**config.mk**
```make
export PLATFORM = sky130hd
export DESIGN_NAME = coriolis_leaf_share_arb
export DESIGN_NICKNAME = d
export VERILOG_FILES = /design/src/rtl/coriolis_arb_pkg.sv /design/src/rtl/coriolis_tag_fifo.sv /design/src/rtl/coriolis_leaf_share_arb.sv
export SDC_FILE = /design/constraint.sdc
export NUM_CORES = 1
export LEC_CHECK = 0
export CAP_MARGIN = 20
export CORE_AREA = 2 2 158 160
export CTS_CLUSTER_DIAMETER = 30
export DETAILED_ROUTE_END_ITERATION = 8
export DIE_AREA = 0 0 160 162
export SLEW_MARGIN = 20
export SYNTH_ARGS = -nofsm -noshare
export SYNTH_HDL_FRONTEND = slang
export SYNTH_SLANG_ARGS = --single-unit
```
**constraint.sdc**
```tcl
create_clock -name clk -period 9.8 [get_ports clk]
set_input_delay 2.45 -clock clk [delete_from_list [all_inputs] [get_ports clk]]
set_output_delay 2.45 -clock clk [all_outputs]
set_load 0.01 [all_outputs]
```
**src/rtl/coriolis_arb_pkg.sv**
```systemverilog
// Shared types and defaults for the coriolis leaf share arbiter.
// Optional statistics counters are enabled with COR_ARB_STATS_EN.
package coriolis_arb_pkg;

    typedef enum logic [1:0] {
        IDLE  = 2'd0,
        GRANT = 2'd1,
        HOLD  = 2'd2
    } arb_state_e;

    localparam int COR_NREQ    = 4;
    localparam int COR_DEPTH   = 4;
    localparam int COR_STREAMW = 32;

    function automatic int tag_width(input int n);
        return (n <= 2) ? 1 : $clog2(n);
    endfunction

endpackage

```
**src/rtl/coriolis_tag_fifo.sv**
```systemverilog
// In-flight requester tag FIFO; push and pop may fire in the same cycle.
// A full FIFO still accepts a push when a pop frees the head slot.
module coriolis_tag_fifo
    import coriolis_arb_pkg::*;
#(
    parameter int W     = 2,
    parameter int DEPTH = COR_DEPTH
) (
    input  logic         clk,
    input  logic         rst,
    input  logic         push_i,
    input  logic [W-1:0] din_i,
    input  logic         pop_i,
    output logic [W-1:0] head_o,
    output logic         full_o,
    output logic         empty_o
);

    localparam int AW = (DEPTH <= 2) ? 1 : $clog2(DEPTH);
    localparam logic [AW:0] FULL_CNT = DEPTH[AW:0];

    logic [W-1:0]  mem_q [DEPTH];
    logic [AW-1:0] wptr_q;
    logic [AW-1:0] rptr_q;
    logic [AW:0]   cnt_q;
    logic [AW:0]   cnt_d;
    logic          do_push;
    logic          do_pop;

    assign empty_o = (cnt_q == '0);
    assign full_o  = (cnt_q == FULL_CNT);
    assign head_o  = mem_q[rptr_q];
    assign do_pop  = pop_i & ~empty_o;
    assign do_push = push_i & (~full_o | do_pop);

    always_comb begin
        cnt_d = cnt_q;
        unique case ({do_push, do_pop})
            2'b10:   cnt_d = cnt_q + 1'b1;
            2'b01:   cnt_d = cnt_q - 1'b1;
            default: cnt_d = cnt_q;
        endcase
    end

    always_ff @(posedge clk) begin
        if (rst) begin
            wptr_q <= '0;
            rptr_q <= '0;
            cnt_q  <= '0;
        end else begin
            if (do_push) begin
                mem_q[wptr_q] <= din_i;
                wptr_q        <= wptr_q + 1'b1;
            end
            if (do_pop) begin
                rptr_q <= rptr_q + 1'b1;
            end
            cnt_q <= cnt_d;
        end
    end

endmodule

```
**src/rtl/coriolis_leaf_share_arb.sv**
```systemverilog
// Round-robin time-sharing of one 2-operand leaf between NREQ streams.
// Define COR_ARB_STATS_EN to add issue/stall statistics outputs.
module coriolis_leaf_share_arb
    import coriolis_arb_pkg::*;
#(
    parameter int NREQ    = COR_NREQ,
    parameter int STREAMW = COR_STREAMW,
    parameter int TAGW    = tag_width(COR_NREQ),
    parameter int DEPTH   = COR_DEPTH
) (
    input  logic                    clk,
    input  logic                    rst,
    input  logic [NREQ-1:0]         req_valid,
    output logic [NREQ-1:0]         req_ready,
    input  logic [NREQ*STREAMW-1:0] req_in1,
    input  logic [NREQ*STREAMW-1:0] req_in2,
    output logic [NREQ-1:0]         rsp_valid,
    input  logic [NREQ-1:0]         rsp_ready,
    output logic [STREAMW-1:0]      rsp_data,
    output logic                    leaf_ivalid,
    output logic [STREAMW-1:0]      leaf_in1,
    output logic [STREAMW-1:0]      leaf_in2,
    input  logic                    leaf_iready,
    input  logic                    leaf_ovalid,
    input  logic [STREAMW-1:0]      leaf_out,
    output logic                    leaf_oready
`ifdef COR_ARB_STATS_EN
    ,
    output logic [31:0]             stat_issue_cnt,
    output logic [31:0]             stat_stall_cnt
`endif
);

    localparam logic [TAGW-1:0] LAST = TAGW'(NREQ - 1);

    arb_state_e      state_q;
    logic [TAGW-1:0] ptr_q;
    logic [TAGW-1:0] ptr_d;
    logic [TAGW-1:0] hold_g_q;

    logic [STREAMW-1:0] op1 [NREQ];
    logic [STREAMW-1:0] op2 [NREQ];

    logic [TAGW-1:0] pick;
    logic [TAGW-1:0] cand;
    logic            found;
    logic [TAGW-1:0] g;
    logic [TAGW-1:0] head;
    logic            any_valid;
    logic            full;
    logic            empty;
    logic            pop;
    logic            room;
    logic            active;
    logic            issue;

    for (genvar i = 0; i < NREQ; i++) begin : g_unpack
        assign op1[i] = req_in1[i*STREAMW +: STREAMW];
        assign op2[i] = req_in2[i*STREAMW +: STREAMW];
    end

    // First valid requester at or after the pointer, wrapping at NREQ.
    always_comb begin
        pick  = ptr_q;
        cand  = '0;
        found = 1'b0;
        for (int k = 0; k < NREQ; k++) begin
            cand = TAGW'((int'(ptr_q) + k) % NREQ);
            if (!found && req_valid[cand]) begin
                pick  = cand;
                found = 1'b1;
            end
        end
    end

    assign any_valid = |req_valid;
    assign g         = (state_q == HOLD) ? hold_g_q : pick;
    assign pop       = leaf_ovalid & leaf_oready;
    assign room      = ~full | pop;

    assign active = ((state_q == GRANT) & any_valid) |
                    ((state_q == HOLD) & req_valid[hold_g_q]);

    assign leaf_ivalid = active & room;
    assign leaf_in1    = op1[g];
    assign leaf_in2    = op2[g];
    assign issue       = leaf_ivalid & leaf_iready;
    assign ptr_d       = (g == LAST) ? '0 : g + 1'b1;

    always_comb begin
        req_ready    = '0;
        req_ready[g] = issue;
    end

    assign leaf_oready = ~empty & rsp_ready[head];
    assign rsp_data    = leaf_out;

    always_comb begin
        rsp_valid       = '0;
        rsp_valid[head] = pop;
    end

    coriolis_tag_fifo #(
        .W     (TAGW),
        .DEPTH (DEPTH)
    ) u_tag_fifo (
        .clk     (clk),
        .rst     (rst),
        .push_i  (issue),
        .din_i   (g),
        .pop_i   (pop),
        .head_o  (head),
        .full_o  (full),
        .empty_o (empty)
    );

    always_ff @(posedge clk) begin
        if (rst) begin
            state_q  <= IDLE;
            ptr_q    <= '0;
            hold_g_q <= '0;
        end else begin
            if (issue) begin
                ptr_q <= ptr_d;
            end
            unique case (state_q)
                IDLE: begin
                    if (any_valid && !full) begin
                        state_q <= GRANT;
                    end
                end
                GRANT: begin
                    if (!any_valid) begin
                        state_q <= IDLE;
                    end else if (leaf_ivalid && !leaf_iready) begin
                        state_q  <= HOLD;
                        hold_g_q <= pick;
                    end
                end
                HOLD: begin
                    // Operands stay locked to hold_g_q until the leaf takes them.
                    if (issue || !req_valid[hold_g_q]) begin
                        state_q <= any_valid ? GRANT : IDLE;
                    end
                end
                default: state_q <= IDLE;
            endcase
        end
    end

    // A result with no owner tag would be lost; flag it in simulation.
    assert property (@(posedge clk) disable iff (rst) !(leaf_ovalid && empty));

`ifdef COR_ARB_STATS_EN
    logic [31:0] issue_cnt_q;
    logic [31:0] stall_cnt_q;
    logic        stall_cyc;

    assign stall_cyc = (state_q == HOLD) |
                       (any_valid & full & ~pop);

    always_ff @(posedge clk) begin
        if (rst) begin
            issue_cnt_q <= '0;
            stall_cnt_q <= '0;
        end else begin
            if (issue && !(&issue_cnt_q)) begin
                issue_cnt_q <= issue_cnt_q + 1'b1;
            end
            if (stall_cyc && !(&stall_cnt_q)) begin
                stall_cnt_q <= stall_cnt_q + 1'b1;
            end
        end
    end

    assign stat_issue_cnt = issue_cnt_q;
    assign stat_stall_cnt = stall_cnt_q;
`endif

endmodule

```
==> reports/results.txt <==
Worst path max stage delay - 0.57 ns
antenna violations before repair - 1
die area - 0.0259 sq mm
Initial Util - 13.4%
total power draw - 675 uW
unrepaired setup endpoints after global routing - false
Mapped Area - 0.00322 sq mm
worst path cell trace - clkdlybuf4s50_1, nand2b_1, a21boi_1, o41ai_4, buf_4, inv_4, buf_12, buf_4, mux4_2, clkdlybuf4s50_1
IO Pins - 406
max-cap viol count - 0
fin crit share - 84.8%
detailed-route DRC error count - 0
DR pass1 iterations - 5
Die X - 160 microns
Worst-path clk slew - 0.06 ns
Critical Path RT - 7.35 ns
Starting DRT DRC Count - 166
post-cts sizing count - 0
global-route wire length before repair - 24800 microns
Post-Route Setup TNS - 0 ns
Top delay family on crit path - buffers and inverters
H-tree levels - 1
largest buffer count on any clock path - 2
worst skew pair latency - 0.25 ns
slew of the pin with the lowest slew margin - 1.04 ns
Max Fclk - 0.120 GHz
Critical Path Start Type - input pin
syn nets - 561
hold_buf cts - 0
core area - 0.0241 sq mm
Worst Skew - 0.00303 ns
PortBufs - 341
setup bufs post-CTS - 0
CTS tree - yes
Die Y - 162 microns
warnings from Yosys - 0
minimum clock period - 8.31 ns
FILL cells - 2553
via count - 3520
count of final hold-check violations - 0
Mean Syn Cell Area - 12.8 sq um
P per Cell Area - 99.1 mW/mm^2
vias per inst - 4.02
Synth cell types - 44
relative slew slack - 30.4%
Placer Congestion - 0.860
endpoints failing setup - 0
wire length per cell - 20.3 microns
number of enable flip-flop cells after synthesis - 8
Mapped Cells - 251
final core utilization - 28.3%
FFs w/ async S/R, synth - 0%
nets@finish - 862
vias in the first global route - 3692
crit path max fanout - 28
dpl hpwl - 15300 microns
total grt overflow - 0
final-report max-slew violation count - 0
CTS root buf - clkbuf_16
Buf+Inv Stages, Crit Path - 6
largest net degree at the start of global routing - 72
Peak supply drop - 0.0590 mV
Tot GR Track Use - 13.0%
critical path capture point type - primary output
# clock sinks - 23
crit path DAT - 5.86 ns
sequential element share of the synthesized area - 16.8%
CP max-delay cell - clkdlybuf4s50_1
total CTS buffers - 3
outcome - finished, final reports clean
path type of the worst setup path - input pin to primary output
top post-synthesis cells by area - mux4_2 47%, dfxtp_1 9.3%, buf_4 7.5%
Antenna Nets Post-Route - 0
largest area contributor in the netlist - mux4_2
Yosys reg bits - 23
Synth top area share - 46.9%
Synth Flop Type - dfxtp_1
Post-Route WL - 17800 microns
Area growth syn-to-layout - 111%
Static Leak - 0.00234 uW
ratio of cells with drive above 1 in the final layout - 15.2%
Hold WC Path Type - register to register
FP Rows - 57
## Yosys cell counts (3+ instances only)
| master | n |
|---|---|
| a21oi_1 | 10 |
| and2_1 | 4 |
| buf_2 | 5 |
| buf_4 | 32 |
| buf_6 | 6 |
| clkbuf_1 | 5 |
| dfxtp_1 | 15 |
| edfxtp_1 | 8 |
| ha_1 | 9 |
| inv_1 | 12 |
| inv_2 | 3 |
| mux2i_1 | 6 |
| mux4_2 | 67 |
| nand2_1 | 5 |
| nand2b_1 | 12 |
| nor2_1 | 11 |
| nor3b_1 | 7 |
| o21ai_0 | 3 |
## path summary, 6_finish.rpt
check | startpoint | slack (ns) | to | depth (start not counted)
worst max-delay path | req_valid[0] | 1.49 | leaf_in2[23] | 10
worst min-delay path | u_tag_fifo.rptr_q[1] | 0.50 | u_tag_fifo.rptr_q[1] | 2
worst max register to register | register | 6.51 | u_tag_fifo.cnt_q[2] | 11
worst min register to register | u_tag_fifo.rptr_q[1] | 0.50 | u_tag_fifo.rptr_q[1] | 2
## final cells by class
type	count	area (sq um)	share of cell area, %
antenna	1	2.50	0.0367
inverter	15	58.8	0.863
tap	324	405	5.95
clock inverter	1	5.00	0.0735
multi-input combinational	165	2280	33.4
timing repair buffer	344	3450	50.6
sequential	23	541	7.94
clock buffer	3	75.1	1.10
## worst register-to-register path: cells and delay by family (launching register included)
family,cells,cell delay [ns]
XOR/XNOR,1,0.15
flip-flops,1,0.39
adder cells (fa/ha/maj),2,0.58
AO/OA/AOI/OAI,2,0.33
AND/OR/NAND/NOR,2,0.52
buffers and inverters,2,0.24
multiplexers,2,0.99
## power breakdown
group	internal, uW	leakage, uW	switching, uW
Combinational	299	0.00210	175
Clock	54.9	0.0000409	34.6
Sequential	106	0.000195	5.74
Total	460	0.00234	215
## sequential cells by signal, indices dropped and copies added, names as in the netlist, named ones only
name,flops
u_tag_fifo.mem_q,8
u_tag_fifo.cnt_q,3
hold_g_q,2
ptr_q,2
state_q,2
u_tag_fifo.rptr_q,2
u_tag_fifo.wptr_q,2
## logic make-up (layout without fill, tap and decap cells)
logic type               after synthesis  count (layout)  synth area share (%)
multiplexers                          77              77                  50.2
XOR/XNOR                               3               3                 0.816
buffers and inverters                 63             363                  12.7
AND/OR/NAND/NOR                       51              51                  9.36
flip-flops                            23              23                  16.8
adder cells (fa/ha/maj)               10              10                  4.12
AO/OA/AOI/OAI                         24              24                  6.02
other                                  0               1                     0
## placed cells by master (no fill, tap or decap), types with 2 or more instances in the layout
cell type | Yosys | routed
edfxtp_1 | 8 | 8
a21oi_1 | 10 | 10
clkbuf_16 | 0 | 3
mux2_4 | 1 | 2
xor2_1 | 2 | 2
o21ai_0 | 3 | 3
buf_4 | 32 | 2
dfxtp_1 | 15 | 15
ha_1 | 9 | 9
nor3b_1 | 7 | 7
nor2_1 | 11 | 11
inv_2 | 3 | 2
and2_1 | 4 | 4
clkdlybuf4s50_1 | 0 | 341
and3_1 | 2 | 2
nand2_1 | 5 | 5
nor2b_1 | 2 | 2
or3_1 | 2 | 2
mux2i_1 | 6 | 6
mux4_2 | 67 | 67
inv_1 | 12 | 12
nand2b_1 | 12 | 12
## per-stage QoR
step / setup WS [ns] / hold WS (ns) / area [sq um] / instances
6_report: 1.49 / 0.497 / 6810 / 876
5_1_grt: 1.20 / 0.531 / 6810 / 876
4_1_cts: 1.24 / 0.507 / 6790 / 874
3_5_place_dp: 1.26 / 0.494 / 6710 / 870
3_3_place_gp: 1.31 / 0.478 / 6710 / 870
2_1_floorplan: 3.23 / 0.459 / 3220 / 251
## metal layers
metal,track usage (%),up-vias,wire (microns)
met2,23.6,211,9430
met1,15.4,1715,6800
li1,-,1578,-
met3,3.27,16,1340
met4,2.62,0,228
met5,0,-,0
Power figures use the tool's default switching activity.
